## config.mk

```make
export PLATFORM = sky130hd
export DESIGN_NAME = speed_divider
export DESIGN_NICKNAME = d
export VERILOG_FILES = /design/src/rtl/speed_pkg.sv /design/src/rtl/bin2bcd7.sv /design/src/rtl/speed_divider.sv
export SDC_FILE = /design/constraint.sdc
export NUM_CORES = 1
export LEC_CHECK = 0
export ABC_AREA = 1
export CORE_MARGIN = 2
export CORE_UTILIZATION = 60
export CTS_CLUSTER_DIAMETER = 30
export CTS_CLUSTER_SIZE = 24
export DETAILED_ROUTE_END_ITERATION = 12
export GPL_ROUTABILITY_DRIVEN = 0
export PLACE_DENSITY = 0.78
export SLEW_MARGIN = 30
export SYNTH_ARGS = -nofsm -noshare
export SYNTH_HDL_FRONTEND = slang
export SYNTH_SLANG_ARGS = --single-unit
```

## constraint.sdc

```tcl
create_clock -name clk -period 6 [get_ports clk]
set_input_delay 1.2 -clock clk [delete_from_list [all_inputs] [get_ports clk]]
set_output_delay 1.2 -clock clk [all_outputs]
set_load 0.05 [all_outputs]
```

## src/rtl/speed_pkg.sv

```systemverilog
// -----------------------------------------------------------------------------
// speed_pkg
// Shared types and constants for the speed divider: the control state enum,
// default parameter values and the fixed datapath widths.
// No ports.
// -----------------------------------------------------------------------------
package speed_pkg;

  typedef enum logic [1:0] {
    IDLE = 2'd0,
    DIV  = 2'd1,
    SAT  = 2'd2,
    DONE = 2'd3
  } state_t;

  // 12 MHz clock x 30 cm gate distance: quotient comes out in cm/s
  localparam logic [31:0] DIVIDEND_DEFAULT  = 32'd360_000_000;
  localparam int          TICK_W_DEFAULT    = 24;
  localparam int          SPEED_MAX_DEFAULT = 99;

  localparam int SPEED_W   = 7;
  localparam int DIV_STEPS = 32;

endpackage

```

## src/rtl/bin2bcd7.sv

```systemverilog
// -----------------------------------------------------------------------------
// bin2bcd7
// Combinational 7-bit binary (0..99) to two BCD digits. The parent registers
// the result. Inputs above 99 clamp the tens digit at 9 and are not expected.
// Ports:
//   i_bin   in  7  binary value 0..99
//   o_tens  out 4  tens digit
//   o_ones  out 4  ones digit
// -----------------------------------------------------------------------------
module bin2bcd7
  import speed_pkg::*;
(
  input  logic [SPEED_W-1:0] i_bin,
  output logic [3:0]         o_tens,
  output logic [3:0]         o_ones
);

  logic [3:0]         w_tens;
  logic [SPEED_W-1:0] w_tens_x10;
  logic [SPEED_W-1:0] w_ones;

  // Compare ladder instead of a divide: the last threshold met wins.
  always_comb begin
    w_tens = 4'd0;
    for (int i = 1; i < 10; i++) begin
      if (i_bin >= SPEED_W'(10 * i)) begin
        w_tens = 4'(i);
      end
    end
  end

  assign w_tens_x10 = SPEED_W'(w_tens) * SPEED_W'(10);
  assign w_ones     = i_bin - w_tens_x10;

  assign o_tens = w_tens;
  assign o_ones = w_ones[3:0];

endmodule

```

## src/rtl/speed_divider.sv

```systemverilog
// -----------------------------------------------------------------------------
// speed_divider
// Sequential divide-and-saturate stage between the sensor time counter and the
// seven-segment display. Computes DIVIDEND / ticks with a 32-step restoring
// divider, clamps to SPEED_MAX and presents the result with a one-cycle strobe.
// Optional feature macro: SPEED_DIVIDER_BCD_EN -- when defined, registered BCD
// digits are produced; otherwise bcd_tens/bcd_ones are tied to 0.
// Ports:
//   clk       in   1       system clock, 12 MHz
//   rst       in   1       asynchronous active-high reset
//   start     in   1       one-cycle pulse, new measurement on ticks
//   ticks     in   TICK_W  transit time, sampled on an accepted start
//   busy      out  1       division in progress (state != IDLE)
//   valid     out  1       one-cycle strobe, result outputs updated
//   speed     out  7       saturated speed, held between strobes
//   sat       out  1       last result was clamped
//   bcd_tens  out  4       tens digit of speed
//   bcd_ones  out  4       ones digit of speed
// Timing: accept at edge N, valid after edge N+34, next accept at N+35.
// -----------------------------------------------------------------------------
module speed_divider
  import speed_pkg::*;
#(
  parameter logic [31:0] DIVIDEND  = DIVIDEND_DEFAULT,
  parameter int          TICK_W    = TICK_W_DEFAULT,
  parameter int          SPEED_MAX = SPEED_MAX_DEFAULT
) (
  input  logic              clk,
  input  logic              rst,
  input  logic              start,
  input  logic [TICK_W-1:0] ticks,
  output logic              busy,
  output logic              valid,
  output logic [6:0]        speed,
  output logic              sat,
  output logic [3:0]        bcd_tens,
  output logic [3:0]        bcd_ones
);

  state_t               r_state;
  logic [TICK_W-1:0]    r_div;
  logic [DIV_STEPS-1:0] r_dvd;
  logic [DIV_STEPS-1:0] r_q;
  logic [TICK_W:0]      r_rem;
  logic [4:0]           r_cnt;
  logic                 r_zero;

  logic [SPEED_W-1:0]   r_speed_stg;
  logic                 r_sat_stg;
  logic [SPEED_W-1:0]   r_speed;
  logic                 r_sat;
  logic                 r_valid;

  logic [TICK_W:0]      w_rem_sh;
  logic [TICK_W:0]      w_rem_diff;
  logic                 w_ge;
  logic                 w_over;
  logic [SPEED_W-1:0]   w_sat_speed;

  // One restoring step: bring down the next dividend bit, then trial-subtract.
  assign w_rem_sh   = {r_rem[TICK_W-1:0], r_dvd[DIV_STEPS-1]};
  assign w_ge       = (w_rem_sh >= {1'b0, r_div});
  assign w_rem_diff = w_rem_sh - {1'b0, r_div};

  assign w_over      = r_zero || (r_q > DIV_STEPS'(SPEED_MAX));
  assign w_sat_speed = w_over ? SPEED_W'(SPEED_MAX) : r_q[SPEED_W-1:0];

`ifdef SPEED_DIVIDER_BCD_EN
  logic [3:0] w_tens;
  logic [3:0] w_ones;
  logic [3:0] r_tens_stg;
  logic [3:0] r_ones_stg;
  logic [3:0] r_bcd_tens;
  logic [3:0] r_bcd_ones;

  bin2bcd7 u_bin2bcd7 (
    .i_bin  (w_sat_speed),
    .o_tens (w_tens),
    .o_ones (w_ones)
  );

  always_ff @(posedge clk or posedge rst) begin
    if (rst) begin
      r_tens_stg <= 4'd0;
      r_ones_stg <= 4'd0;
      r_bcd_tens <= 4'd0;
      r_bcd_ones <= 4'd0;
    end else if (r_state == SAT) begin
      r_tens_stg <= w_tens;
      r_ones_stg <= w_ones;
    end else if (r_state == DONE) begin
      r_bcd_tens <= r_tens_stg;
      r_bcd_ones <= r_ones_stg;
    end
  end

  assign bcd_tens = r_bcd_tens;
  assign bcd_ones = r_bcd_ones;
`else
  assign bcd_tens = 4'd0;
  assign bcd_ones = 4'd0;
`endif

  always_ff @(posedge clk or posedge rst) begin
    if (rst) begin
      r_state     <= IDLE;
      r_div       <= '0;
      r_dvd       <= '0;
      r_q         <= '0;
      r_rem       <= '0;
      r_cnt       <= '0;
      r_zero      <= 1'b0;
      r_speed_stg <= '0;
      r_sat_stg   <= 1'b0;
      r_speed     <= '0;
      r_sat       <= 1'b0;
      r_valid     <= 1'b0;
    end else begin
      r_valid <= 1'b0;
      case (r_state)
        IDLE: begin
          if (start) begin
            r_div   <= ticks;
            r_dvd   <= DIVIDEND;
            r_q     <= '0;
            r_rem   <= '0;
            r_cnt   <= '0;
            r_zero  <= (ticks == '0);
            r_state <= DIV;
          end
        end
        DIV: begin
          r_rem <= w_ge ? w_rem_diff : w_rem_sh;
          // A zero divisor forces all-ones so the result always saturates,
          // while the step count (and thus latency) stays the same.
          r_q   <= {r_q[DIV_STEPS-2:0], (w_ge | r_zero)};
          r_dvd <= {r_dvd[DIV_STEPS-2:0], 1'b0};
          r_cnt <= r_cnt + 5'd1;
          if (r_cnt == 5'(DIV_STEPS - 1)) begin
            r_state <= SAT;
          end
        end
        SAT: begin
          r_speed_stg <= w_sat_speed;
          r_sat_stg   <= w_over;
          r_state     <= DONE;
        end
        DONE: begin
          // Staged values land on the outputs together with the strobe.
          r_speed <= r_speed_stg;
          r_sat   <= r_sat_stg;
          r_valid <= 1'b1;
          r_state <= IDLE;
        end
        default: r_state <= IDLE;
      endcase
    end
  end

  assign busy  = (r_state != IDLE);
  assign valid = r_valid;
  assign speed = r_speed;
  assign sat   = r_sat;

endmodule

```

==> flow_summary.json, run 1 <==
{
  "slowest_delay_ns": 0.79,
  "wire_per_inst_um": 14.9,
  "ys_warn_count": 0,
  "status": "completed",
  "dp.cells": 1092,
  "synth_cell_types": 43,
  "synth.top_cell.area_share_pct": 44.0,
  "htreeDepth": 4,
  "synth_top_area_cell": "dfrtp_1",
  "syn_area_um2": 7280,
  "antenna_found_initial": 0,
  "wirelength_um": 16800,
  "slew_headroom_pct": 40.4,
  "cts.sinks": 128,
  "num_rows": 40,
  "period_needed_ns": 3.20,
  "slowest_stage": "clkdlybuf4s50_1",
  "ctsRootBufferMaster": "clkbuf_16",
  "worstSetupPathType": "flop to output port",
  "tns_ns": 0,
  "die_area_um2": 13000,
  "path_max_fanout": 4,
  "clock_latency_ns": 0.41,
  "post_cts_resized": 0,
  "ctsHoldBuffers": 0,
  "cts.path.max_buffers": 2,
  "path_buf_inv": 3,
  "cts_tree": "built",
  "grt.total_usage_pct": 27.2,
  "final.setup_skew_ns": 0.00521,
  "avgSynthCellArea_um2": 7.78,
  "grt_pass1_vias": 5889,
  "max_freq_ghz": 0.313,
  "overflow": 0,
  "r2r_slack_ns": 3.06,
  "nets": 1022,
  "drtPass1Iterations": 5,
  "ys_seq_area_share_pct": 44.0,
  "period_share_pct": 53.3,
  "fin_area_um2": 8260,
  "ant_nets": 0,
  "syn_inst": 936,
  "area_growth_pct": 13.5,
  "arrival_ns": 2.00,
  "synth_seq_cells": 128,
  "io_buffers": 36,
  "timing.hold.ws_ns": 0.483,
  "synth_most_common_cell": "nand2_1",
  "leakage_nw": 4.25,
  "diodes": 0,
  "initial_utilization_pct": 61.1,
  "hold_viol_final": 0,
  "ios": 45,
  "hold_path_class": "flop to flop",
  "dieWidth_um": 114,
  "grt_max_degree": 82,
  "drc": 0,
  "grt_pass1_wl_um": 27800,
  "clkTransAtPathRegs_ns": 0.06,
  "slew_violations": 0,
  "die_h_um": 114,
  "num_vias": 6084,
  "vdd_drop_max_uv": 634,
  "placed_area_um2": 7700,
  "cp-start-kind": "flop",
  "postCtsSetupBuffers": 0,
  "synth_common_cells": "nand2_1 (223), inv_1 (198), dfrtp_1 (128)",
  "cp_top_family": "buffers and inverters",
  "dp_hpwl_um": 11700,
  "cap_violations": 0,
  "cts_buffers": 17,
  "cp_data_required_time_ns": 4.80,
  "layout.cells.non_filler": 1124,
  "synth_area_leaders": "dfrtp_1 (44%), nand2_1 (11%), inv_1 (10%), ha_1 (5.2%), o22ai_1 (4.0%)",
  "path_cells": "inv_1 -> ha_1 -> inv_2 -> clkdlybuf4s50_1",
  "setup_viol": 0,
  "drtIter0Drc": 453,
  "cp-end-kind": "output port",
  "grt_setup_unrepaired": "no",
  "viasPerCell": 5.41,
  "power_density_nw_per_um2": 659,
  "worstMarginPinSlew_ns": 0.888,
  "fill_cells": 941,
  "drive_above_1_share_pct": 7.88,
  "async_flop_share_pct": 100,
  "core_area_um2": 11900,
  "ys.flop_type": "dfrtp_1",
  "synth-edff-count": 0
}
sequential cells by signal (all words and copies together), names as in the netlist:
signal,cells
r_cnt,5
r_div,24
r_dvd,23
r_q,32
r_rem,24
r_sat_stg,1
r_speed_stg,7
r_state,2
r_zero,1
sat,1
speed,7
valid,1
layout make-up:
type	count	area (um^2)	share of cell area [%]
Clock buffer	19	453	5.48
Clock inverter	13	113	1.36
Inverter	203	764	9.25
Multi-Input combinational cell	574	3150	38.1
Sequential cell	128	3200	38.8
Tap cell	147	184	2.23
Timing Repair Buffer	40	394	4.77
path summary, 6_finish.rpt:
path	start	endpoint	depth (start not counted)
max reg2reg	r_div[12]$_DFFE_PP0P_	r_rem[21]$_DFFE_PP0P_	13
max	r_state[0]$_DFFE_PP0P_	busy	4
min	r_dvd[9]$_DFFE_PP0P_	r_dvd[10]$_DFFE_PP0P_	2
min in group asynchronous	rst	speed[3]$_DFFE_PP0P_	2
min reg2reg	r_dvd[9]$_DFFE_PP0P_	r_dvd[10]$_DFFE_PP0P_	2
max in group asynchronous	rst	r_dvd[13]$_DFFE_PP0P_	3
layer usage:
metal | GRT usage, % | up-vias | share of wire (%)
li1 | - | 3030 | -
met1 | 37.1 | 2869 | 45
met2 | 44.4 | 158 | 48
met3 | 5.08 | 27 | 4.9
met4 | 8.46 | 0 | 1.8
met5 | 0 | - | 0
through the flow:
step                setup WS [ns]  util [%]  total power [mW]
floorplan                    1.39         -              3.76
global placement             2.70      64.6              4.38
detailed placement           2.65      64.6              4.42
CTS                          2.78      69.4              5.43
global route                 2.73      69.4              5.90
finish                       2.80      69.4              5.45
power breakdown:
| group | leakage [nW] | switching (mW) | internal, mW |
|---|---|---|---|
| Sequential | 1.62 | 0.145 | 1.20 |
| Clock | 0.275 | 0.378 | 0.590 |
| Combinational | 2.35 | 2.09 | 1.05 |
| Total | 4.25 | 2.61 | 2.84 |
worst register-to-register path: stages, from the launching register on:
cell and delay, ns:
dfrtp_1 0.33, inv_1 0.07, ha_1 0.37, nand2_1 0.09, nand2_1 0.09, inv_1 0.07
nand2_1 0.07, nand2_1 0.06, nand2_1 0.10, a21oi_4 0.64, nand3_4 0.53, nand3_2 0.25
nand3_1 0.10, nand2_1 0.10
kinds of logic after synthesis:
logic type | synth area share [%]
AO/OA/AOI/OAI | 10.2
XOR/XNOR | 1.44
adder cells (fa/ha/maj) | 5.43
buffers and inverters | 13.2
flip-flops | 44.0
multiplexers | 0.773
other | 0.0515
AND/OR/NAND/NOR | 24.9
cell usage in the layout, fill, tap and decap left out, types with 6 or more instances in the layout:
cell type / Yosys / final
xnor2_1: 11 / 11
nor2_2: 6 / 6
o21ai_0: 30 / 30
a21oi_1: 24 / 24
clkdlybuf4s50_1: 0 / 36
inv_1: 198 / 196
ha_1: 30 / 30
o22ai_1: 47 / 47
nor2_1: 42 / 42
dfrtp_1: 128 / 128
a22oi_1: 10 / 10
nand2_1: 223 / 223
nand4_1: 35 / 35
nor4_1: 9 / 9
o21ai_1: 8 / 8
nand3_2: 11 / 11
nand3_1: 46 / 46
clkbuf_16: 0 / 17
conb_1: 1 / 8
No activity file was read; power rests on OpenSTA's default activity.
==> run 2, diff against run 1 <==
==> constraint.sdc (replaced) <==
create_clock -name clk -period 3.05 [get_ports clk]
set_input_delay 0.61 -clock clk [delete_from_list [all_inputs] [get_ports clk]]
set_output_delay 0.61 -clock clk [all_outputs]
set_load 0.05 [all_outputs]
==> flow_summary.json, run 2 (synthesized netlist as in run 1, its figures left out) <==
{
  "status": "completed",
  "cp-end-kind": "output port",
  "final_common_cell": "nand2_1",
  "drtIter0Drc": 537,
  "p_int_mw": 5.87,
  "initial_utilization_pct": 61.1,
  "ctsRootBufferMaster": "clkbuf_16",
  "switching_power_mw": 5.18,
  "clock_latency_ns": 0.42,
  "cap_violations": 0,
  "drt-met1-wl_um": 7620,
  "grt.total_usage_pct": 29.0,
  "clkTransAtPathRegs_ns": 0.06,
  "postCtsSetupBuffers": 0,
  "num_rows": 40,
  "final_cell_mix": "nand2_1 (223), inv_1 (197), dfrtp_1 (128)",
  "setup_viol": 0,
  "path_max_fanout": 4,
  "vdd_drop_max_uv": 902,
  "leakage_nw": 4.32,
  "drive_above_1_share_pct": 8.23,
  "viasPerCell": 5.53,
  "diodes": 0,
  "netSwitchingFraction_pct": 46.9,
  "tns_ns": 0,
  "cts_buffers": 17,
  "power_density_nw_per_um2": 1320,
  "dp_hpwl_um": 11900,
  "wire_per_inst_um": 15.5,
  "area_growth_pct": 15.3,
  "wl_met2_um": 8330,
  "htreeDepth": 4,
  "largest_register_ffs": 32,
  "grt_pass1_wl_um": 29500,
  "die_h_um": 114,
  "top_layer": "met4",
  "io_buffers": 36,
  "worstSetupPathType": "flop to output port",
  "cts.sinks": 128,
  "grt_setup_unrepaired": "no",
  "hold_viol_final": 0,
  "cp_data_required_time_ns": 2.44,
  "fin_area_um2": 8400,
  "slew_headroom_pct": 55.0,
  "dieWidth_um": 114,
  "drc": 0,
  "max_freq_ghz": 0.381,
  "seqPwrFrac_pct": 23.8,
  "hold_path_class": "flop to flop",
  "cts_tree": "built",
  "final.setup_skew_ns": 0.0111,
  "worstMarginPinSlew_ns": 0.675,
  "cp-start-kind": "flop",
  "period_share_pct": 86.1,
  "core_area_um2": 11900,
  "overflow": 0,
  "antenna_found_initial": 0,
  "reg_top3": "r_q x32, r_div x24, r_rem x24",
  "placed_area_um2": 7770,
  "grt_max_degree": 129,
  "regMostFlops": "r_q",
  "cts.path.max_buffers": 2,
  "ios": 45,
  "dr_wl_met3_um": 939,
  "post_cts_resized": 0,
  "ctsHoldBuffers": 0,
  "ant_nets": 0,
  "fill_cells": 942,
  "period_needed_ns": 2.63,
  "wirelength_um": 17500,
  "drtPass1Iterations": 6,
  "arrival_ns": 2.02,
  "num_vias": 6259,
  "grt_pass1_vias": 6210,
  "slew_violations": 0,
  "power_frac_comb_pct": 57.0,
  "nets": 1029,
  "pwr-share-clk_pct": 19.2,
  "die_area_um2": 13000
}
-- run 2: changes by cell type in the layout (fill, tap and decap cells not counted), moves of 2 or more --
cell / previous run / this run
clkinv_4: 3 / 1
buf_12: 0 / 2
clkinv_2: 5 / 2
clkbuf_8: 2 / 5
buf_4: 3 / 9
bufinv_16: 1 / 3
clkbuf_1: 0 / 2
-- run 2: path summary, 6_finish.rpt --
| path | startpoint | to | slack, ns | depth (start not counted) |
|---|---|---|---|---|
| setup / recovery | r_state[0]$_DFFE_PP0P_ | busy | 0.42 | 4 |
| hold / removal | r_dvd[9]$_DFFE_PP0P_ | r_dvd[10]$_DFFE_PP0P_ | 0.50 | 2 |
| setup reg to reg | r_rem[11]$_DFFE_PP0P_ | r_q[0]$_DFFE_PP0P_ | 0.52 | 11 |
| hold reg to reg | r_dvd[9]$_DFFE_PP0P_ | r_dvd[10]$_DFFE_PP0P_ | 0.50 | 2 |
| max in group asynchronous | rst | r_speed_stg[4]$_DFFE_PP0P_ | 1.82 | 3 |
| min in group asynchronous | rst | r_cnt[2]$_DFFE_PP0P_ | 0.72 | 3 |
-- run 2: cell type report --
type | instances | area [um^2] | area share (%)
Timing Repair Buffer | 47 | 468 | 5.57
Clock inverter | 8 | 125 | 1.49
Sequential cell | 128 | 3200 | 38.1
Multi-Input combinational cell | 574 | 3150 | 37.5
Clock buffer | 24 | 502 | 5.97
Inverter | 203 | 766 | 9.12
Tap cell | 147 | 184 | 2.19
-- run 2: layer usage --
metal | up-vias | global-route usage [%]
li1 | 3046 | -
met1 | 2962 | 38.3
met2 | 193 | 46.3
met3 | 58 | 5.93
met4 | 0 | 13.3
met5 | - | 0
-- run 2: critical path: stages, from the launching register on --
cell and delay (ns):
dfrtp_1 0.37, inv_1 0.08, ha_1 0.28, inv_2 0.08, clkdlybuf4s50_1 0.79
-- run 2: per-stage QoR --
stage	hold slack [ns]	std cells	utilization, %	total power [mW]	setup WS, ns
floorplan	0.448	943	-	7.40	0.859
global placement	0.471	1099	65.3	8.68	0.705
detailed placement	0.479	1099	65.3	8.79	0.652
CTS	0.501	1131	70.5	11.0	0.408
global route	0.519	1131	70.5	12.0	0.305
finish	0.495	1131	70.5	11.0	0.423
-- run 2: power by group through the flow --
stage | clock, mW | sequential (mW) | combinational, mW
after floorplan | 0 | 2.80 | 4.60
after global placement | 0 | 2.62 | 6.06
after detailed placement | 0 | 2.65 | 6.15
after CTS | 2.14 | 2.63 | 6.25
after global routing | 2.22 | 2.70 | 7.04
final | 2.12 | 2.63 | 6.30
==> run 3, diff against run 2 <==
--- a/config.mk
+++ b/config.mk
@@ -6,7 +6,7 @@
 export NUM_CORES = 1
 export LEC_CHECK = 0
 export ABC_AREA = 1
-export CORE_MARGIN = 2
+export CORE_MARGIN = 4
 export CORE_UTILIZATION = 60
 export CTS_CLUSTER_DIAMETER = 30
 export CTS_CLUSTER_SIZE = 24
==> constraint.sdc (replaced) <==
create_clock -name clk -period 3.05 [get_ports clk]
set_input_delay 0.915 -clock clk [delete_from_list [all_inputs] [get_ports clk]]
set_output_delay 0.915 -clock clk [all_outputs]
set_load 0.05 [all_outputs]
==> flow_summary.json, run 3 (synthesized netlist as in run 1, its figures left out) <==
{
  "slew_violations": 0,
  "pwr-share-clk_pct": 18.1,
  "clock_latency_ns": 0.42,
  "final_common_cell": "nand2_1",
  "multi_input_area_um2": 3150,
  "post-route-util_pct": 71.6,
  "slowest_stage": "clkdlybuf4s50_1",
  "leakage_nw": 4.30,
  "p_total_mw": 10.9,
  "num_vias": 6222,
  "cap_violations": 0,
  "ant_nets": 0,
  "cts_tree": "built",
  "grt.total_usage_pct": 26.5,
  "grt_pass1_vias": 6166,
  "final_cell_mix": "nand2_1 (223), inv_1 (197), dfrtp_1 (128)",
  "fill_cells": 904,
  "num_rows": 39,
  "seqPwrFrac_pct": 24.2,
  "initial_utilization_pct": 62.5,
  "pre_cts_ws_ns": 0.348,
  "core_area_um2": 11700,
  "placed_area_um2": 7780,
  "drc": 0,
  "postCtsSetupBuffers": 0,
  "power_frac_comb_pct": 57.8,
  "worstSetupPathType": "flop to output port",
  "worstMarginPinSlew_ns": 0.605,
  "timing.hold.ws_ns": 0.495,
  "hold_path_class": "flop to flop",
  "io_buffers": 36,
  "cts.path.max_buffers": 2,
  "cp-start-kind": "flop",
  "path_cells": "inv_1 -> ha_1 -> inv_2 -> clkdlybuf4s50_1",
  "drive_above_1_share_pct": 8.32,
  "path_max_fanout": 4,
  "max_freq_ghz": 0.339,
  "dp_hpwl_um": 12000,
  "drtPass1Iterations": 5,
  "slowest_delay_ns": 0.79,
  "power_density_nw_per_um2": 1310,
  "ios": 45,
  "layout.cells.non_filler": 1128,
  "dieWidth_um": 118,
  "netSwitchingFraction_pct": 47.6,
  "ctsRootBufferMaster": "clkbuf_16",
  "clkTransAtPathRegs_ns": 0.06,
  "fin_area_um2": 8350,
  "viasPerCell": 5.52,
  "setup_ws_ns": 0.103,
  "period_share_pct": 96.6,
  "hold_viol_final": 0,
  "dp.cells": 1098,
  "largest_register_ffs": 32,
  "post_cts_resized": 0,
  "final.setup_skew_ns": 0.00784,
  "die_area_um2": 14000,
  "cp-end-kind": "output port",
  "cp_data_required_time_ns": 2.13,
  "cts.sinks": 128,
  "arrival_ns": 2.03,
  "antenna_found_initial": 0,
  "area_growth_pct": 14.6,
  "period_needed_ns": 2.95,
  "die_h_um": 118,
  "nets": 1032,
  "regMostFlops": "r_q",
  "reg_top3": "r_q x32, r_div x24, r_rem x24",
  "p_int_mw": 5.72,
  "slew_headroom_pct": 59.7,
  "switching_power_mw": 5.19,
  "vdd_drop_max_uv": 1130,
  "wire_per_inst_um": 15.5,
  "grt_pass1_wl_um": 29900,
  "overflow": 0,
  "drtIter0Drc": 443,
  "ctsHoldBuffers": 0,
  "tns_ns": 0,
  "status": "completed",
  "cts_buffers": 17,
  "grt_max_degree": 79,
  "wirelength_um": 17400,
  "grt_setup_unrepaired": "no",
  "htreeDepth": 4,
  "ff_latch_area_um2": 3200,
  "diodes": 0,
  "setup_viol": 0
}
==> run 3: power groups by stage <==
stage | Clock (mW) | Combinational (mW) | Sequential (mW)
3_5_place_dp | 0 | 6.14 | 2.65
2_1_floorplan | 0 | 4.60 | 2.80
6_report | 1.97 | 6.30 | 2.64
3_3_place_gp | 0 | 6.03 | 2.63
4_1_cts | 1.98 | 6.23 | 2.63
5_1_grt | 2.07 | 7.09 | 2.71
==> run 3: worst paths after layout <==
kind	from	end	slack, ns	depth (start not counted)
worst max-delay path	r_state[0]$_DFFE_PP0P_	busy	0.10	4
worst min-delay path	r_div[0]$_DFFE_PP0P_	r_div[0]$_DFFE_PP0P_	0.49	2
worst max register to register	r_rem[11]$_DFFE_PP0P_	r_q[0]$_DFFE_PP0P_	0.68	11
worst min register to register	r_div[0]$_DFFE_PP0P_	r_div[0]$_DFFE_PP0P_	0.49	2
max in group asynchronous	rst	r_q[13]$_DFFE_PP0P_	1.55	3
min in group asynchronous	rst	r_dvd[13]$_DFFE_PP0P_	0.72	2
==> run 3: final cells by class <==
type / instances / area share, %
flip-flops and latches: 128 / 38.4
multi-input cells: 574 / 37.7
inverters: 203 / 9.17
repair buffers: 50 / 5.72
clock buffers: 21 / 5.51
well taps: 143 / 2.14
clock inverters: 9 / 1.33
==> run 3: worst max-delay path, delay by kind of cell (launching register included) <==
family | cells | cell delay [ns]
flip-flops | 1 | 0.38
buffers and inverters | 3 | 0.95
adder cells (fa/ha/maj) | 1 | 0.28
==> run 3: metal layers <==
metal / wire length (um) / global-route usage [%]
met5: 0 / 0
met4: 480 / 9.67
met3: 1160 / 5.59
met2: 8420 / 43.7
met1: 7370 / 34.9
